## src/rtl/ram_sdp_param.sv

```systemverilog
// ---------------------------------------------------------------------------
// ram_sdp_param
//
// Parametrised simple-dual-port synchronous RAM with one write port and one
// independent read port on a single clock. After every reset a clear
// sequencer walks the whole array and writes INIT_VAL to each word. While it
// runs, init_busy is high and every request is dropped.
//
// Parameters
//   DATA_W   : data word width in bits (>= 1)
//   ADDR_W   : address width, depth = 2**ADDR_W words
//   RDW_MODE : same-address read-during-write result
//              0 = old data (read-first), 1 = new data (write-first bypass)
//   INIT_VAL : value written to every word by the clear sequencer
//
// Optional feature (macro RAM_PARITY_EN)
//   Defined  : every word carries an even-parity bit. wr_par_flip inverts the
//              stored bit on an accepted write, for fault injection. Each read
//              reports rd_par_err alongside rd_data.
//   Undefined: no parity storage, rd_par_err is tied low, and wr_par_flip is
//              ignored. The port list is the same in both builds.
//
// Ports
//   clk         in   rising-edge clock
//   rst_n       in   asynchronous active-low reset
//   wr_en       in   write request
//   wr_addr     in   [ADDR_W-1:0] write address
//   wr_data     in   [DATA_W-1:0] write data
//   wr_par_flip in   invert stored parity for this write (parity build only)
//   rd_en       in   read request
//   rd_addr     in   [ADDR_W-1:0] read address
//   rd_data     out  [DATA_W-1:0] registered read data
//   rd_valid    out  one-cycle strobe, rd_data was updated by the last edge
//   rd_par_err  out  parity mismatch on rd_data, qualified by rd_valid
//   init_busy   out  clear sequencer running, requests ignored
//
// Request/response semantics: there is no backpressure. When init_busy is
// low, a request on wr_en or rd_en is accepted at the rising edge where it is
// sampled. For a read accepted at edge N, rd_valid is high for exactly the
// cycle after edge N, and rd_data/rd_par_err hold the result. While init_busy
// is high, requests are dropped and not queued.
// ---------------------------------------------------------------------------
module ram_sdp_param #(
  parameter int                DATA_W   = 8,
  parameter int                ADDR_W   = 6,
  parameter int                RDW_MODE = 0,
  parameter logic [DATA_W-1:0] INIT_VAL = '0
) (
  input  logic              clk,
  input  logic              rst_n,
  input  logic              wr_en,
  input  logic [ADDR_W-1:0] wr_addr,
  input  logic [DATA_W-1:0] wr_data,
  input  logic              wr_par_flip,
  input  logic              rd_en,
  input  logic [ADDR_W-1:0] rd_addr,
  output logic [DATA_W-1:0] rd_data,
  output logic              rd_valid,
  output logic              rd_par_err,
  output logic              init_busy
);

  localparam int DEPTH = 2 ** ADDR_W;

`ifdef RAM_PARITY_EN
  // The parity bit is the top bit of each stored word.
  localparam int MEM_W = DATA_W + 1;
`else
  localparam int MEM_W = DATA_W;
`endif

  typedef enum logic {
    ST_CLEAR = 1'b0,
    ST_READY = 1'b1
  } state_t;

  state_t            state_q, state_d;
  logic [ADDR_W-1:0] clr_cnt_q, clr_cnt_d;
  logic [DATA_W-1:0] rd_data_q, rd_data_d;
  logic              rd_valid_q, rd_valid_d;
  logic              rd_par_err_q, rd_par_err_d;

  // The storage array has no reset. The clear sequencer defines its contents.
  logic [MEM_W-1:0]  mem [DEPTH];

  logic              wr_acc;
  logic              rd_acc;
  logic              bypass;
  logic [MEM_W-1:0]  wr_word;
  logic [MEM_W-1:0]  clr_word;
  logic              mem_we;
  logic [ADDR_W-1:0] mem_waddr;
  logic [MEM_W-1:0]  mem_wword;
  logic [MEM_W-1:0]  rd_src;

  // ---------------------------------------------------------------------
  // Word encoding: data plus optional even parity (inverted on demand)
  // ---------------------------------------------------------------------
`ifdef RAM_PARITY_EN
  assign wr_word  = {(^wr_data) ^ wr_par_flip, wr_data};
  assign clr_word = {^INIT_VAL, INIT_VAL};
`else
  logic unused_par_flip;
  assign unused_par_flip = wr_par_flip;
  assign wr_word         = wr_data;
  assign clr_word        = INIT_VAL;
`endif

  // ---------------------------------------------------------------------
  // Clear sequencer FSM: state register
  // ---------------------------------------------------------------------
  always_ff @(posedge clk or negedge rst_n) begin
    if (!rst_n) begin
      state_q   <= ST_CLEAR;
      clr_cnt_q <= '0;
    end else begin
      state_q   <= state_d;
      clr_cnt_q <= clr_cnt_d;
    end
  end

  // ---------------------------------------------------------------------
  // Clear sequencer FSM: next state
  // ---------------------------------------------------------------------
  always_comb begin
    state_d   = state_q;
    clr_cnt_d = clr_cnt_q;
    case (state_q)
      ST_CLEAR: begin
        clr_cnt_d = clr_cnt_q + 1'b1;
        // The last address is written on this edge, so the array is fully
        // initialised when READY is entered.
        if (&clr_cnt_q) begin
          state_d = ST_READY;
        end
      end
      ST_READY: begin
        state_d = ST_READY;
      end
      default: begin
        state_d   = ST_CLEAR;
        clr_cnt_d = '0;
      end
    endcase
  end

  assign init_busy = (state_q != ST_READY);

  // ---------------------------------------------------------------------
  // Request acceptance and array write port
  // ---------------------------------------------------------------------
  assign wr_acc = wr_en && (state_q == ST_READY);
  assign rd_acc = rd_en && (state_q == ST_READY);

  always_comb begin
    mem_we    = 1'b0;
    mem_waddr = wr_addr;
    mem_wword = wr_word;
    if (state_q == ST_CLEAR) begin
      mem_we    = 1'b1;
      mem_waddr = clr_cnt_q;
      mem_wword = clr_word;
    end else if (wr_acc) begin
      mem_we = 1'b1;
    end
  end

  always_ff @(posedge clk) begin
    if (mem_we) begin
      mem[mem_waddr] <= mem_wword;
    end
  end

  // ---------------------------------------------------------------------
  // Read path
  // The array is read combinationally, before this edge's write lands. That
  // gives read-first behaviour. Write-first mode bypasses the incoming word
  // on a same-address collision, including its possibly-flipped parity.
  // ---------------------------------------------------------------------
  assign bypass = (RDW_MODE == 1) && wr_acc && (wr_addr == rd_addr);
  assign rd_src = bypass ? wr_word : mem[rd_addr];

  always_comb begin
    rd_data_d    = rd_data_q;
    rd_valid_d   = 1'b0;
    rd_par_err_d = 1'b0;
    if (rd_acc) begin
      rd_data_d  = rd_src[DATA_W-1:0];
      rd_valid_d = 1'b1;
`ifdef RAM_PARITY_EN
      // Even parity over data and parity bit together: any set bit is an error.
      rd_par_err_d = ^rd_src;
`endif
    end
  end

  always_ff @(posedge clk or negedge rst_n) begin
    if (!rst_n) begin
      rd_data_q    <= '0;
      rd_valid_q   <= 1'b0;
      rd_par_err_q <= 1'b0;
    end else begin
      rd_data_q    <= rd_data_d;
      rd_valid_q   <= rd_valid_d;
      rd_par_err_q <= rd_par_err_d;
    end
  end

  assign rd_data    = rd_data_q;
  assign rd_valid   = rd_valid_q;
  assign rd_par_err = rd_par_err_q;

endmodule

```

## config.mk

```make
export PLATFORM = sky130hd
export DESIGN_NAME = ram_sdp_param
export DESIGN_NICKNAME = d
export VERILOG_FILES = /design/src/rtl/ram_sdp_param.sv
export SDC_FILE = /design/constraint.sdc
export NUM_CORES = 1
export LEC_CHECK = 0
export CAP_MARGIN = 5
export CORE_ASPECT_RATIO = 2
export CORE_MARGIN = 2
export CORE_UTILIZATION = 25
export DETAILED_ROUTE_END_ITERATION = 16
export DONT_BUFFER_PORTS = 1
export GPL_TIMING_DRIVEN = 0
export SYNTH_ARGS = -nofsm -noshare
export SYNTH_HDL_FRONTEND = slang
export SYNTH_SLANG_ARGS = --single-unit
```

## constraint.sdc

```tcl
create_clock -name clk -period 4.6 [get_ports clk]
set_input_delay 0.92 -clock clk [delete_from_list [all_inputs] [get_ports clk]]
set_output_delay 0.92 -clock clk [all_outputs]
set_load 0.02 [all_outputs]
```

# Yosys cells after proc, flatten, opt, wreduce, memory -nomap -nowiden
# Memories as Yosys holds them, arrays and structs flattened. A register that Yosys moved wholly into a read port is not among the register bits.
# Cells that the tools add are included.
totals:
  mem_bits_ro: 0
  input_bits: 25
  wordCells: 19
  reg_bits: 8
  ram_bits: 512
  memories: 1
  output_inout_bits: 11
  latchBits: 0
op_classes:
  muxes: 9
  bitwise_logic: 1
  div: 0
  n_eq_ne: 0
  n_addsub: 1
  n_shift: 0
  multipliers: 0
  n_lt_le_gt_ge: 0
  n_reduce_logical: 4
memory_table:
  columns: ["memory", "words", "width", "read_ports", "rd_clocked_by_memory_dff", "wr", "line_no", "rtl"]
  rows:
  - ["mem", 64, 8, 1, 1, 1, "84", "logic [MEM_W-1:0] mem [DEPTH];"]
op_table:
  columns: ["operator", "n"]
  rows:
  - ["8-bit 2-to-1 mux", 1]
  - ["6-bit by 1-bit adder with 6-bit output (second input constant)", 1]
  - ["1-bit 2-to-1 mux", 6]
  - ["6-bit 2-to-1 mux", 1]
  - ["6-bit AND reduction", 1]
  - ["1-bit logical AND", 2]
  - ["1-bit one-hot mux with 2 select lines", 1]
  - ["1-bit logical NOT", 1]
  - ["1-bit NOT", 1]

# Longest topological paths before layout
# Gate-level depths: netlist (run 1).
logic_depth:
  ltp_word: 5
  depth_mapped: 8
  depth_no_buf: 5

# Worst setup path before layout (run 1)
# OpenSTA, ideal clock, no wires.
synth_path:
  path_kind: "input -> register"
  from: "in rd_addr[0]"
  to: "reg rd_data_q[0], in the netlist rd_data[0] (read register of mem)"
  arrival_time_ps: 2187
  stages: 7
  path_slack_ps: 2277
  required_ps: 4464
  path_buffers: 2
  setup_ps: 136
  path_cell_list: "buf_6 -> buf_4 -> mux4_2 -> a22oi_1 -> nand2_1 -> nor3_1 -> o211ai_1"
synth_rtl:
  columns: ["item", "line_no", "rtl"]
  rows:
  - ["start: declaration", "56", "input logic [ADDR_W-1:0] rd_addr,"]
  - ["end: declaration", "79", "logic [DATA_W-1:0] rd_data_q, rd_data_d;"]

# Worst setup path in the final report (run 1)
layout_path:
  from: "reg state_q"
  to: "mem mem[37][1] (netlist name) (enable)"
layout_via:
  elab_chain_len: 5
  word_cells_on_any_way: 6
  classes_between: "5 x mux; 1 x reduce/logical"
layout_rtl:
  columns: ["item", "line_no", "rtl"]
  rows:
  - ["start: declaration", "77", "state_t state_q, state_d;"]
  - ["start signal: assignment", "117", "state_q <= state_d;"]
  - ["1-bit logical AND", "152", "assign wr_acc = wr_en && (state_q == ST_READY);"]
  - ["1-bit 2-to-1 mux", "163", "end else if (wr_acc) begin"]
  - ["1-bit 2-to-1 mux", "159", "if (state_q == ST_CLEAR) begin"]
  - ["1-bit 2-to-1 mux", "169", "if (mem_we) begin"]
  - ["1-bit 2-to-1 mux (implied by the code)", "170", "mem[mem_waddr] <= mem_wword;"]
  - ["end: declaration", "84", null]
# Several ways; a longest one is shown, not always the timed one.

==> metrics.txt, run 1 <==
Final Max Slew Viols=0; Worst Setup Start Kind=register; CTS Hold Bufs=0; Synth area leaders=edfxtp_1 (74%), mux4_2 (10%), mux2i_1 (2.0%), dfrtp_1 (1.9%), mux2_2 (1.8%); clock-pin slew of the registers on the worst-case setup and hold paths=roughly 0.07 ns; cts bufs inserted=38; Worst Path Arrival=3.36 ns; post-DP HPWL=37.3 mm; Async SR Flop Fraction=around 3.0%; Worst Setup Slack, final=1.42 ns; Vias=around 10000; outcome=completed; Post-Synthesis Cell Area=20800 um2; crit path max fanout=10; top-count cell post-synth=edfxtp_1; worst vdd ir=roughly 0.00022 V; Vias per Instance=4.60; die area=85500 um2; fmax=315 MHz; Total Nets Final=1130; Worst Reg-to-Reg Cells=7; Max clock buf depth=3; Final Cycle Share=69.1%; number of global-route vias before repair=10700; Placement Setup Slack=1.48 ns; Worst Hold Class=primary input to async pin; initial DRC count=782; initial core utilization=25.2%; Buffers on Ports=0; hold_ws=0.0534 ns; GRT Util Overall=11.7%; Post-Layout Cell Count=2193; sequential share of the synthesized area=between 70% and 80%; die height=slightly above 400 um; routed wire length=50.7 mm; final worst path period need=3.18 ns; cells along the critical path=clkbuf_1 -> buf_2 -> buf_2 -> nand2_1 -> o21ai_0 -> nand2_1 -> nor2_1; endpoints failing hold=0; cell taking the most area after synthesis=edfxtp_1; Final Util=28.5%; GRT Residual Overflow=0; drc violations=0; First-pass DRT Iterations=7; I/O pin total=36; kind of critical path=register to register; syn nets=1082; Synth Instances=1056; Critical Path RT=4.78 ns; Worst R2R Setup Slack=1.42 ns; Yosys top cell area share=74.1%; share of post-route cells with drive strength above 1=21.2%; Post-synth EDFFs=a little over 500; area of the core=just over 80000 um2; commonest cells in the netlist=edfxtp_1 (512), mux4_2 (96), nor2_1 (68); yosys warns=0; initial antenna violation count=9; Yosys reg bits=roughly 530; Chip Width=208 um; CP endpoint kind=register; Worst-Skew Late Latency=0.56 ns; CTS Root Cell=clkbuf_16; Leak Pwr=0.00585 uW; synth unique cells=50; Setup Skew=0.0178 ns; Antenna Violating Nets Remaining=0; Least-Margin Pin Slew=0.874 ns; synthesized area per cell=19.7 um2; Post-CTS Setup Bufs=0; CTS tree=done; Worst path max stage delay=~0.79 ns; H-Tree Depth=2; Max-cap violations=0; first-pass GRT wire length=72.5 mm; cts repair resizes=0; dpl cells=about 2100; post-DR wirelength/cell=23.1 um; Power Dens Cells=374 nW/um2; synthesis-to-layout area growth=13.2%; fillers=a little over 8000; Relative slew margins=between 40% and 50%; endpoints failing setup=0; row cnt=approximately 150; RSZ-0062 raised after global routing=no; gpl congestion=0.856; Setup TNS Final=0 ns; pin count of the biggest net entering global routing=48; crit path max-delay cell type=nor2_1; clk sink count=around 530; Most used DFF post-synth=edfxtp_1
==> flip-flops by register name, indices dropped and copies added, names as in the netlist <==
signal,count
mem,512
rd_data,8
clr_cnt_q,6
rd_valid,1
state_q,1
==> through the flow <==
stage | total power, uW | area (um2)
6_report | 8790 | 23500
5_1_grt | 9020 | 23500
4_1_cts | 8870 | 23500
3_5_place_dp | 5500 | 22200
3_3_place_gp | 5500 | 22100
2_1_floorplan | 5440 | 20800
==> critical path, delay by kind of cell, from the launching register on <==
family / cells / cell delay, ns
and+or+nand+nor: 3 / 1.35
buffers and inverters: 3 / 0.92
DFF: 1 / 0.33
AOI/OAI and AO/OA: 1 / 0.21
==> power by group <==
| part | leakage, uW | switching [uW] | internal (uW) |
|---|---|---|---|
| clock network | 0.000604 | 1600 | 1810 |
| logic | 0.00147 | 123 | 78.6 |
| registers | 0.00377 | 0 | 5190 |
| total | 0.00585 | 1720 | 7070 |
==> cell type report <==
cell class	count	area [um2]	area share, %
repair buffers	8	160	0.682
clock buffers	49	1060	4.50
inverters	3	11.3	0.0479
plain buffers	58	352	1.50
well taps	1057	1320	5.63
diodes	3	7.51	0.0320
multi-input cells	467	4630	19.7
flip-flops and latches	528	15800	67.2
clock inverters	20	180	0.767
==> per-layer routing <==
metal	GRT usage (%)	share of wire [%]	up-vias
li1	-	-	4384
met1	10.4	31	5241
met2	23.2	56	328
met3	2.26	5.8	123
met4	8.12	7.1	10
met5	0	0.093	-
==> path summary, 6_finish.rpt <==
kind                               from            to
max                             state_q    mem[37][1]
min reg2reg                clr_cnt_q[2]  clr_cnt_q[2]
min in group clk           clr_cnt_q[2]  clr_cnt_q[2]
max in group asynchronous         rst_n       state_q
min                               rst_n    rd_data[6]
max reg2reg                     state_q    mem[37][1]
==> cell usage in the layout (no fill, tap or decap), types with 6 or more instances in the layout <==
cell / instances
a2111oi_0: 8
a211oi_1: 16
a22o_1: 8
a22oi_1: 16
and2_2: 8
buf_1: 10
buf_12: 8
buf_2: 14
buf_4: 12
buf_6: 6
clkbuf_1: 21
clkbuf_16: 41
clkinv_1: 7
clkinv_2: 6
dfrtp_1: 16
edfxtp_1: 512
mux2_2: 33
mux2i_1: 41
mux4_2: 96
nand2_1: 48
nand2b_1: 6
nand3_1: 13
nor2_1: 68
nor2b_1: 11
nor3_1: 16
o211ai_1: 8
o22ai_1: 32
==> cell families (layout without fill, tap and decap cells) <==
family | after synthesis | after routing | share of synthesized area [%]
compound gates | 103 | 103 | 3.58
xor+xnor | 5 | 5 | 0.211
fa+ha+maj | 1 | 1 | 0.0603
buf+inv | 61 | 138 | 1.75
flops | 528 | 528 | 76.0
mux | 171 | 171 | 14.2
other cells | 1 | 4 | 0.0181
simple gates | 186 | 186 | 4.14
(Power assumes the default switching activity.)
==> run 2, diff against run 1 <==
clock period = 3.2 ns   (was 4.6 ns; I/O delays follow)
==> run 2 against run 1 <==
Die area unchanged. Sequential cell count unchanged. Highest routed layer unchanged. Final cell count unchanged. Non-clock buffer count up 1. Largest power group unchanged. Worst setup slack worse by 1.4 ns. Clock-buffer cell count unchanged. Clock skew up 0.0025 ns. Final area up 0.26%.
==> metrics.txt, run 2 (same netlist as run 1, synthesis figures left out) <==
endpoints failing hold=0 (unchanged); Critical Path RT=3.37 ns (-1.41 ns); die area=85500 um2 (unchanged); worst vdd ir=0.000317 V (+44%); multi-input logic area=4680 um2 (+1.1%); initial DRC count=834 (+6.6%); area of the core=82400 um2 (unchanged); H-Tree Depth=2 (unchanged); I/O pin total=36 (unchanged); synthesis-to-layout area growth=13.5%; Chip Width=208 um (unchanged); P_sw=2490 uW (+44%); Setup TNS Final=0 ns (unchanged); worst flop-to-flop path startpoint=state_q; clock-pin slew of the registers on the worst-case setup and hold paths=0.07 ns (about the same); Most flops, register=mem; Placement Setup Slack=0.0814 ns (-1.40 ns); CP Launch Point=state_q; drc violations=0 (unchanged); post-DR wirelength/cell=23.2 um (+0.15%); Power Dens Cells=537 nW/um2 (+44%); register area=15800 um2 (unchanged); Vias per Instance=4.57 (-0.57%); share of post-route cells with drive strength above 1=23.0% (+1.8 points); Relative slew margins=43.0% (+1.5 points); internal power=10200 uW (+44%); Worst R2R Setup Slack=0.03 ns (-1.39 ns); endpoints failing setup=0 (unchanged); Antenna Violating Nets Remaining=0 (unchanged); Worst path max stage delay=0.78 ns (about the same); initial core utilization=25.2% (unchanged); Least-Margin Pin Slew=0.852 ns (-0.0223 ns); Largest register FFs=512 (unchanged); First-pass DRT Iterations=5 (-2); GRT Util Overall=11.7% (about the same); cells along the critical path=clkbuf_1 -> buf_2 -> buf_2 -> nand2_1 -> o21ai_0 -> nand2_1 -> nor2_1; pin count of the biggest net entering global routing=48 (unchanged); hold_ws=0.401 ns (+0.348 ns); CTS tree=done; crit path max fanout=10 (unchanged); Final Max Slew Viols=0 (unchanged); Final Cycle Share=98.9% (+30 points); post-DP HPWL=37.3 mm (unchanged); dpl cells=2121 (unchanged); kind of critical path=register to register; FF-to-FF End=mem[61][2]; Comb pwr share=2.3% (about the same); final worst path period need=3.17 ns (-0.0134 ns); Max-cap violations=0 (unchanged); row cnt=149 (unchanged); Clock Power Share=38.8% (about the same); Worst Path Arrival=3.34 ns (-0.02 ns); initial antenna violation count=9 (unchanged); Worst Reg-to-Reg Cells=7 (unchanged); Post-Layout Cell Count=2193 (unchanged); most frequent cells in the layout=edfxtp_1 (512), mux4_2 (96), nand2_1 (48); outcome=completed; commonest non-fill, non-tap cell in the layout=edfxtp_1; Post-CTS Setup Bufs=0 (unchanged); fillers=8109 (-0.074%); CTS Root Cell=clkbuf_16; Max clock buf depth=3 (unchanged); GRT Residual Overflow=0 (unchanged); Vias=10000 (-0.57%); worst setup path end=mem[61][2]; die height=411 um (unchanged); fmax=316 MHz (+0.42%); Setup Skew=0.0203 ns (+0.00252 ns); Worst-Skew Late Latency=0.56 ns (about the same); Total Nets Final=1131 (+0.088%); cts bufs inserted=38 (unchanged); Worst Setup Slack, final=0.0342 ns (-1.39 ns); routed wire length=50.8 mm (+0.15%); Worst Setup Start Kind=register; number of global-route vias before repair=10700 (+0.0093%); CP endpoint kind=register; Worst Hold Class=primary input to register; Sw Ratio=19.7% (+0.079 points); Leak Pwr=0.00585 uW (about the same); clk sink count=528 (unchanged); crit path max-delay cell type=nor2_1; Final Util=28.6% (+0.073 points); Buffers on Ports=0 (unchanged); register share of total power=58.9% (about the same); first-pass GRT wire length=72.5 mm (about the same); RSZ-0062 raised after global routing=yes; gpl congestion=0.856 (unchanged)
==> run 2: cell count changes in the layout (fill, tap and decap cells not counted) <==
cell / change
diode_2: -1
nor2_1: -21
nor2_2: +21
dlygate4sd3_1: +1
==> run 2: timing repair <==
item	4_1_cts	5_1_grt
gates resized for setup	0	21
endpoints found under the setup margin	0	176
hold endpoints to repair	16	0
hold buffers	1	0
==> run 2: final cells by class <==
cell class | count | share of cell area (%)
inverter | 3 | 0.0478
timing repair buffer | 9 | 0.723
clock buffer | 49 | 4.48
multi-input combinational | 467 | 19.9
antenna | 2 | 0.0213
tap | 1057 | 5.62
buffer | 58 | 1.49
clock inverter | 20 | 0.765
sequential | 528 | 67.0
==> run 2: per-stage QoR <==
step	total power, uW	cell area, um2
6_report	12700	23600
4_1_cts	12800	23500
5_1_grt	13000	23600
2_1_floorplan	7820	20800
3_5_place_dp	7900	22200
3_3_place_gp	7900	22100
==> run 2: power by group through the flow <==
stage	Clock (uW)	Combinational, uW	Sequential (uW)
floorplan	0	211	7610
global placement	0	290	7610
detailed placement	0	293	7610
CTS	5010	299	7450
global route	5200	314	7450
finish	4900	296	7450
==> run 2: worst min path at each step <==
| stage | slack [ns] | startpoint | to | depth (start not counted) |
|---|---|---|---|---|
| 4_1_cts | 0.38 | rd_en | rd_valid | 2 |
| 6_report | 0.40 | rd_en | rd_valid | 2 |
| 5_1_grt | 0.45 | rd_en | rd_valid | 2 |
| 3_5_place_dp | 0.35 | rst_n | rd_data[6] | 0 |
| 3_3_place_gp | 0.35 | rst_n | rd_data[7] | 0 |
| 2_1_floorplan | 0.34 | rst_n | clr_cnt_q[0] | 0 |
==> run 2: critical path, delay by kind of cell (launching register included) <==
kind / cells / cell delay [ns]
simple gates: 3 / 1.36
buf+inv: 3 / 0.89
compound gates: 1 / 0.21
flops: 1 / 0.33
==> run 2: per-layer routing <==
layer | wire, um | global-route usage, % | vias to the layer above
li1 | - | - | 4384
met1 | 15800 | 10.4 | 5210
met2 | 28500 | 23.2 | 296
met3 | 2760 | 2.21 | 129
met4 | 3700 | 8.12 | 10
met5 | 47 | 0 | -
